[config.mk]
export PLATFORM = sky130hd
export DESIGN_NAME = trap_sequencer
export DESIGN_NICKNAME = d
export VERILOG_FILES = /design/src/rtl/trap_sequencer.sv
export SDC_FILE = /design/constraint.sdc
export NUM_CORES = 1
export LEC_CHECK = 0
export CAP_MARGIN = 20
export CORE_AREA = 2 2 214 216
export DETAILED_ROUTE_END_ITERATION = 12
export DIE_AREA = 0 0 216 218
export SYNTH_ARGS = -nofsm -noshare
export SYNTH_HDL_FRONTEND = slang
export SYNTH_SLANG_ARGS = --single-unit
[constraint.sdc]
create_clock -name clk -period 1.65 [get_ports clk]
set_input_delay 0.2475 -clock clk [delete_from_list [all_inputs] [get_ports clk]]
set_output_delay 0.2475 -clock clk [all_outputs]
set_load 0.03 [all_outputs]
[src/rtl/trap_sequencer.sv]
// rtl/trap_sequencer.sv - picks one trap or MRET by pipeline age, flushes, drains,
// strobes the CSR update and redirects fetch to mtvec or mepc.
module trap_sequencer #(
  parameter int XLEN         = 32,
  parameter int ALEN         = 32,
  parameter int FLUSH_CYCLES = 2
) (
  input  logic              clk,
  input  logic              rst,
  input  logic [3:0]        exc_valid,
  input  logic [15:0]       exc_cause,
  input  logic [4*ALEN-1:0] exc_epc,
  input  logic [4*XLEN-1:0] exc_tval,
  input  logic              mret_valid,
  input  logic [ALEN-1:0]   mret_pc,
  input  logic              pipeline_drained,
  input  logic [1:0]        privilege_mode,
  input  logic [XLEN-1:0]   mstatus,
  input  logic [XLEN-1:0]   mtvec,
  input  logic [XLEN-1:0]   mepc,
  output logic              busy,
  output logic              flush,
  output logic              trap_do_update,
  output logic [3:0]        trap_mcause,
  output logic [ALEN-1:0]   trap_mepc,
  output logic [XLEN-1:0]   trap_mtval,
  output logic              xret_do_update,
  output logic [XLEN-1:0]   xret_new_mstatus,
  output logic [1:0]        xret_new_privilege_mode,
  output logic              redirect_valid,
  output logic [ALEN-1:0]   redirect_pc,
  input  logic              redirect_ready
);

  typedef enum logic [1:0] {IDLE, DRAIN, COMMIT, REDIRECT} state_t;

  localparam logic [1:0] MACHINE       = 2'b11;
  localparam logic [3:0] CAUSE_ILLEGAL = 4'd2;
  localparam logic [3:0] FLUSH_LAST    = 4'(FLUSH_CYCLES - 1);

  state_t            state, state_next;
  logic              kind_xret;
  logic [3:0]        cause_q;
  logic [ALEN-1:0]   epc_q;
  logic [XLEN-1:0]   tval_q;
  logic [3:0]        flush_cnt;

  logic              sel_valid;
  logic              sel_xret;
  logic [3:0]        sel_cause;
  logic [ALEN-1:0]   sel_epc;
  logic [XLEN-1:0]   sel_tval;
  logic [XLEN-1:0]   mret_mstatus;
  logic [XLEN-1:0]   tvec_aligned;
  logic [ALEN-1:0]   commit_target;

  assign trap_mcause = cause_q;
  assign trap_mepc   = epc_q;
  assign trap_mtval  = tval_q;

  // Oldest instruction wins: mem, exec, MRET (sits in exec), decode, fetch.
  always_comb begin
    sel_valid = 1'b1;
    sel_xret  = 1'b0;
    sel_cause = '0;
    sel_epc   = '0;
    sel_tval  = '0;
    if (exc_valid[3]) begin
      sel_cause = exc_cause[15:12];
      sel_epc   = exc_epc[3*ALEN +: ALEN];
      sel_tval  = exc_tval[3*XLEN +: XLEN];
    end else if (exc_valid[2]) begin
      sel_cause = exc_cause[11:8];
      sel_epc   = exc_epc[2*ALEN +: ALEN];
      sel_tval  = exc_tval[2*XLEN +: XLEN];
    end else if (mret_valid) begin
      if (privilege_mode == MACHINE) begin
        sel_xret = 1'b1;
      end else begin
        sel_cause = CAUSE_ILLEGAL;
        sel_epc   = mret_pc;
      end
    end else if (exc_valid[1]) begin
      sel_cause = exc_cause[7:4];
      sel_epc   = exc_epc[1*ALEN +: ALEN];
      sel_tval  = exc_tval[1*XLEN +: XLEN];
    end else if (exc_valid[0]) begin
      sel_cause = exc_cause[3:0];
      sel_epc   = exc_epc[0 +: ALEN];
      sel_tval  = exc_tval[0 +: XLEN];
    end else begin
      sel_valid = 1'b0;
    end
  end

  always_comb begin
    mret_mstatus        = mstatus;
    mret_mstatus[3]     = mstatus[7];
    mret_mstatus[7]     = 1'b1;
    mret_mstatus[12:11] = 2'b00;
    tvec_aligned        = mtvec & ~(XLEN'(3));
    commit_target       = kind_xret ? mepc[ALEN-1:0] : tvec_aligned[ALEN-1:0];
  end

  always_comb begin
    state_next = state;
    case (state)
      IDLE:     if (sel_valid) state_next = DRAIN;
      DRAIN:    if (flush_cnt >= FLUSH_LAST && pipeline_drained) state_next = COMMIT;
      COMMIT:   state_next = REDIRECT;
      REDIRECT: if (redirect_ready) state_next = IDLE;
      default:  state_next = IDLE;
    endcase
  end

  // Outputs are decoded from the next state so each one comes straight from a flop.
  always_ff @(posedge clk or negedge rst) begin
    if (!rst) begin
      state                   <= IDLE;
      kind_xret               <= 1'b0;
      cause_q                 <= '0;
      epc_q                   <= '0;
      tval_q                  <= '0;
      flush_cnt               <= '0;
      busy                    <= 1'b0;
      flush                   <= 1'b0;
      trap_do_update          <= 1'b0;
      xret_do_update          <= 1'b0;
      xret_new_mstatus        <= '0;
      xret_new_privilege_mode <= '0;
      redirect_valid          <= 1'b0;
      redirect_pc             <= '0;
    end else begin
      state          <= state_next;
      busy           <= (state_next != IDLE);
      flush          <= (state_next == DRAIN);
      trap_do_update <= (state_next == COMMIT) && !kind_xret;
      xret_do_update <= (state_next == COMMIT) && kind_xret;
      redirect_valid <= (state_next == REDIRECT);

      if (state == IDLE && sel_valid) begin
        kind_xret <= sel_xret;
        cause_q   <= sel_cause;
        epc_q     <= sel_epc;
        tval_q    <= sel_tval;
        flush_cnt <= '0;
      end

      if (state == DRAIN && flush_cnt != 4'hF) begin
        flush_cnt <= flush_cnt + 4'd1;
      end

      if (state == DRAIN && state_next == COMMIT) begin
        xret_new_mstatus        <= mret_mstatus;
        xret_new_privilege_mode <= mstatus[12:11];
      end

      if (state == COMMIT) begin
        redirect_pc <= commit_target;
      end
    end
  end

endmodule

-- Word-level counts from Yosys, hierarchy flattened
Cells that the tools add are included.
- add/sub/neg operators: 1
- reductions and logical operators: 10
- $lt $le $gt $ge: 1
- eq/ne operators: 8
- muxes and demuxes: 33
- operator list (operator ; number):
    32-bit two-way mux ; 12
    4-bit two-way mux ; 7
    2-bit == test, second input constant ; 5
    1-bit two-way mux ; 9
    2-bit two-way mux ; 4
    2-bit case mux with 4 select lines ; 1
    1-bit logical AND ; 6
    4-bit by 1-bit adder with 4-bit output, second input constant ; 1
    2-bit by 1-bit == test with 1-bit output, second input constant ; 2
    4-bit by 1-bit greater-or-equal comparator with 1-bit output, second input constant ; 1
    4-bit != test, second input constant ; 1
    2-bit nonzero test ; 2
    2-bit zero test ; 1
    1-bit zero test ; 1
- bits of input ports: 411
- output and inout port bits: 139
- word-level logic and storage cells: 67
- register bits: 144

-- Longest topological paths before layout
- depth after elaboration: 9
- gate-level depth with buffers: 8
- mapped depth without buffers: 6

-- Worst setup path after synthesis
No wires, ideal clock.
- path kind: reg2reg
- from: register flush_cnt[0]
- to: register xret_new_mstatus[25]
- data required time: 1.522 ns
- path buffers: 1
- stages on the path, launching flop included: 6
- setup time: 0.128 ns
- period minus slack after synthesis: 1.764 ns
- data arrival time: 1.637 ns
- setup slack: -0.114 ns
- cells stage by stage: dfrtp_1 -> ha_1 -> o41a_1 -> nand3b_4 -> buf_4 -> mux2_1
- cells in the longest elaborated chain, start to end: 6
- RTL lines (what ; line ; text):
    start: declaration ; 46 ; logic [3:0] flush_cnt;
    start signal: assignment ; 150 ; flush_cnt <= flush_cnt + 4'd1;
    4-bit by 1-bit greater-or-equal comparator with 1-bit output ; 109 ; DRAIN: if (flush_cnt >= FLUSH_LAST && pipeline_drained) state_next = COMMIT;
    1-bit logical AND ; 109 ;
    2-bit two-way mux ; 109 ;
    2-bit case mux with 4 select lines ; 107 ; case (state)
    2-bit == test ; 153 ; if (state == DRAIN && state_next == COMMIT) begin
    1-bit logical AND ; 153 ;
    end signal: assignment ; 154 ; xret_new_mstatus <= mret_mstatus;
    end: declaration ; 28 ; output logic [XLEN-1:0] xret_new_mstatus,
No other way between the ends.
A chain may end at the register's enable or synchronous reset.

-- Worst setup path in the final report
- from: register flush_cnt[0]
- to: register xret_new_privilege_mode[0]
- cells in the longest elaborated chain, start to end: 6
- RTL lines (what ; line ; text):
    4-bit by 1-bit greater-or-equal comparator with 1-bit output ; 109 ;
    1-bit logical AND ; 109 ;
    2-bit two-way mux ; 109 ;
    2-bit case mux with 4 select lines ; 107 ;
    2-bit == test ; 153 ;
    1-bit logical AND ; 153 ;
    end signal: assignment ; 155 ; xret_new_privilege_mode <= mstatus[12:11];
    end: declaration ; 29 ; output logic [1:0] xret_new_privilege_mode,
No other way between the ends.

==> results.tsv <==
stage	metric	value	unit
floorplanning	Top Ports	550	
grt	first-pass GRT wire length	52670	um
critical_path	CP required	1.97	ns
timing	final cycle utilization of the critical path	109.5	%
routing	routed len/inst	18.86	um
floorplanning	die width	216	um
floorplanning	CORE AREA	44890	um2
cells_and_area	fraction of layout cells with a size suffix above 1	9.248	%
yosys	Yosys reg bits	144	
cells_and_area	fin nets	1731	
timing	final hold violation count	0	
grt	vias in the first global route	8759	
cts	Inserted Clock Buffers	17	
grt	pin count of the biggest net entering global routing	80	
cells_and_area	Final Util	33.20	%
cells_and_area	Layout Cells excl Fill	1931	
cts	Clk pin slew, worst setup/hold paths	0.07	ns
critical_path	WP data arrival	2.13	ns
floorplanning	initial core utilization	17.53	%
grt	GR Util All Layers	14.79	%
cells_and_area	Synth-to-Final Area Change	89.39	%
timing	Peak Freq	553.3	MHz
routing	Total Wirelength	36410	um
grt	overflow left after global routing	0	
power	Leakage	6.419	nW
place	placed insts	1891	
timing	endpoints failing setup	32	
critical_path	WS Path Type	flip-flop to flip-flop	
critical_path	Worst Setup Start Kind	flip-flop	
critical_path	CP Capture Type	flip-flop	
floorplanning	row count	78	
yosys	Synth cell types	36	
yosys	synthesized instance count	773	
flow_run	Max Cap Violations	0	
routing	Post-DRT Antenna Nets	0	
yosys	Ys Warns	0	
timing	Final min period	1.807	ns
yosys	Synth Area per Inst	10.18	um2
routing	DRT Pass-1 Iters	4	
cts	CTS sink count	144	
cts	H-tree depth	4	
cts	CTS tree	yes	
cts	Clk Latency, worst-skew pair	0.44	ns
power	Max IR drop VDD	0.7589	mV
cells_and_area	post-layout instance area	14900	um2
grt	initial antenna violation count	1	
place	gpl congestion	0.8229	
outcome	status	complete, but fails checks	
timing	fin. max-slew vios	0	
yosys	Synth Cell Area	7869	um2
routing	DR DRC count	0	
floorplanning	DIE HEIGHT	218	um
floorplanning	Die ar.	47090	um2
cts	Root Buffer	clkbuf_16	
place	PortBufs	544	
timing	skew final	0.01327	ns
timing	final setup margin	-0.1572	ns
critical_path	crit-path max FO	14	
power	total power	21.91	mW
place	Placed Area	14280	um2
cts	Longest Clk Path Bufs	2	
place	dpl ws	-0.4699	ns
routing	Initial DRC Count	389	
place	HPWL Detailed	29040	um
outcome	violated checks	setup timing	
timing	RSZ-0062 raised after global routing	yes	
yosys	register area share after synthesis	45.79	%
worst_hold_path	worst hold path class	input pin to async pin	
power	cell area power density	1470	nW/um2
routing	vias per cell	4.337	
routing	vias	8374	
[final cells by class]
type                            instances  area (um2)
Fill cell                            4705       29990
Timing Repair Buffer                  604        5956
Multi-Input combinational cell        544        3941
Sequential cell                       144        3605
Tap cell                              600       750.7
Clock buffer                           19       452.9
Clock inverter                         13       172.7
Inverter                                6       22.52
Antenna cell                            1       2.502
[metal layers]
| metal | GRT usage (%) | vias up | part of all wire [%] |
|---|---|---|---|
| li1 | - | 3992 | - |
| met1 | 18.35 | 3977 | 42 |
| met2 | 24.50 | 355 | 47 |
| met3 | 3.863 | 48 | 7.6 |
| met4 | 5.822 | 2 | 3.0 |
| met5 | 0 | - | 0.049 |
[synthesized netlist by cell type, drive strengths merged]
cell type | instances | area share [%]
a211o | 1 | 0.11
a211oi | 1 | 0.095
a21o | 33 | 3.1
a21oi | 1 | 0.11
a221oi | 67 | 7.5
a22o | 66 | 7.3
a31o | 1 | 0.11
buf | 40 | 3.1
clkbuf | 40 | 1.9
conb | 1 | 0.048
dfrtp | 144 | 46
ha | 3 | 0.48
inv | 6 | 0.29
mux2 | 31 | 4.4
mux2i | 30 | 3.8
nand2 | 112 | 5.3
nand2b | 5 | 0.49
nand3 | 5 | 0.32
nand3b | 1 | 0.25
nor2 | 3 | 0.17
nor2b | 69 | 5.5
nor3 | 1 | 0.064
o211ai | 2 | 0.19
o21ai | 38 | 2.4
o31ai | 68 | 6.5
o41a | 1 | 0.14
o41ai | 1 | 0.21
or3 | 1 | 0.080
xnor2 | 1 | 0.11
[flip-flops by register name, indices dropped and copies added (netlist names)]
name	cells
redirect_pc	32
trap_mepc	32
trap_mtval	32
xret_new_mstatus	30
flush_cnt	4
trap_mcause	4
state	2
xret_new_privilege_mode	2
busy	1
flush	1
kind_xret	1
redirect_valid	1
trap_do_update	1
xret_do_update	1
[what timing repair did]
action                                  CTS  global route
gates resized for setup                 141             9
hold buffers                              1             0
hold endpoints to repair                 22             0
setup buffers                             3             1
pin swaps                                 0             2
gates cloned                              0             2
endpoints found under the setup margin  167            40
[metrics by stage]
| step | hold slack, ns | TNS [ns] |
|---|---|---|
| floorplan | -0.04809 | -1.831 |
| global placement | 0.1896 | -26.57 |
| detailed placement | 0.1905 | -28.37 |
| CTS | 0.2706 | -4.252 |
| global route | 0.2868 | -6.471 |
| finish | 0.2922 | -3.988 |
[kinds of logic after synthesis]
kind of cell    count (synthesis)  synth area share (%)
compound gates                280                 27.83
simple gates                  197                 12.24
flops                         144                 45.79
buf+inv                        86                 5.247
mux                            61                 8.252
fa+ha+maj                       3                0.4771
other cells                     1               0.04766
xor+xnor                        1                0.1113
[power by group]
group          leakage (nW)  total (mW)  internal (mW)  switching [mW]
registers              1.76        6.16           5.26           0.904
clock network         0.305        4.15           2.38            1.77
logic                  4.35        11.6           4.62            6.98
[layout by cell type (no fill, tap or decap), types with 3 or more instances in the layout]
cell,count
a21o_1,33
mux2_1,19
o31ai_1,67
dfrtp_1,143
nand3_1,5
a22o_1,66
mux2_4,7
mux2_2,5
clkinv_4,3
inv_8,4
dlygate4sd2_1,133
mux2i_1,30
buf_12,14
clkdlybuf4s50_1,403
o21ai_0,37
clkbuf_16,19
a221oi_1,67
buf_4,44
inv_1,6
nand2_1,112
nor2b_1,68
[final timing paths]
path / slack (ns) / end / cells after the start / startpoint
min in group clk: 0.38 / kind_xret / 4 / exc_valid[2]
max: -0.16 / xret_new_privilege_mode[0] / 7 / flush_cnt[0]
min reg2reg: 0.46 / xret_new_mstatus[7] / 1 / xret_new_mstatus[7]
max in group asynchronous: 0.80 / redirect_pc[4] / 3 / rst
max reg2reg: -0.16 / xret_new_privilege_mode[0] / 7 / flush_cnt[0]
min: 0.29 / xret_new_mstatus[0] / 2 / rst
[critical path, stage by stage (launching register included)]
cell       delay, ns
dfrtp_1         0.40
inv_1           0.07
ha_1            0.14
inv_1           0.05
o41a_1          0.36
nand3b_4        0.15
clkbuf_16       0.20
mux2_2          0.33
No activity file was read; power rests on OpenSTA's default activity.
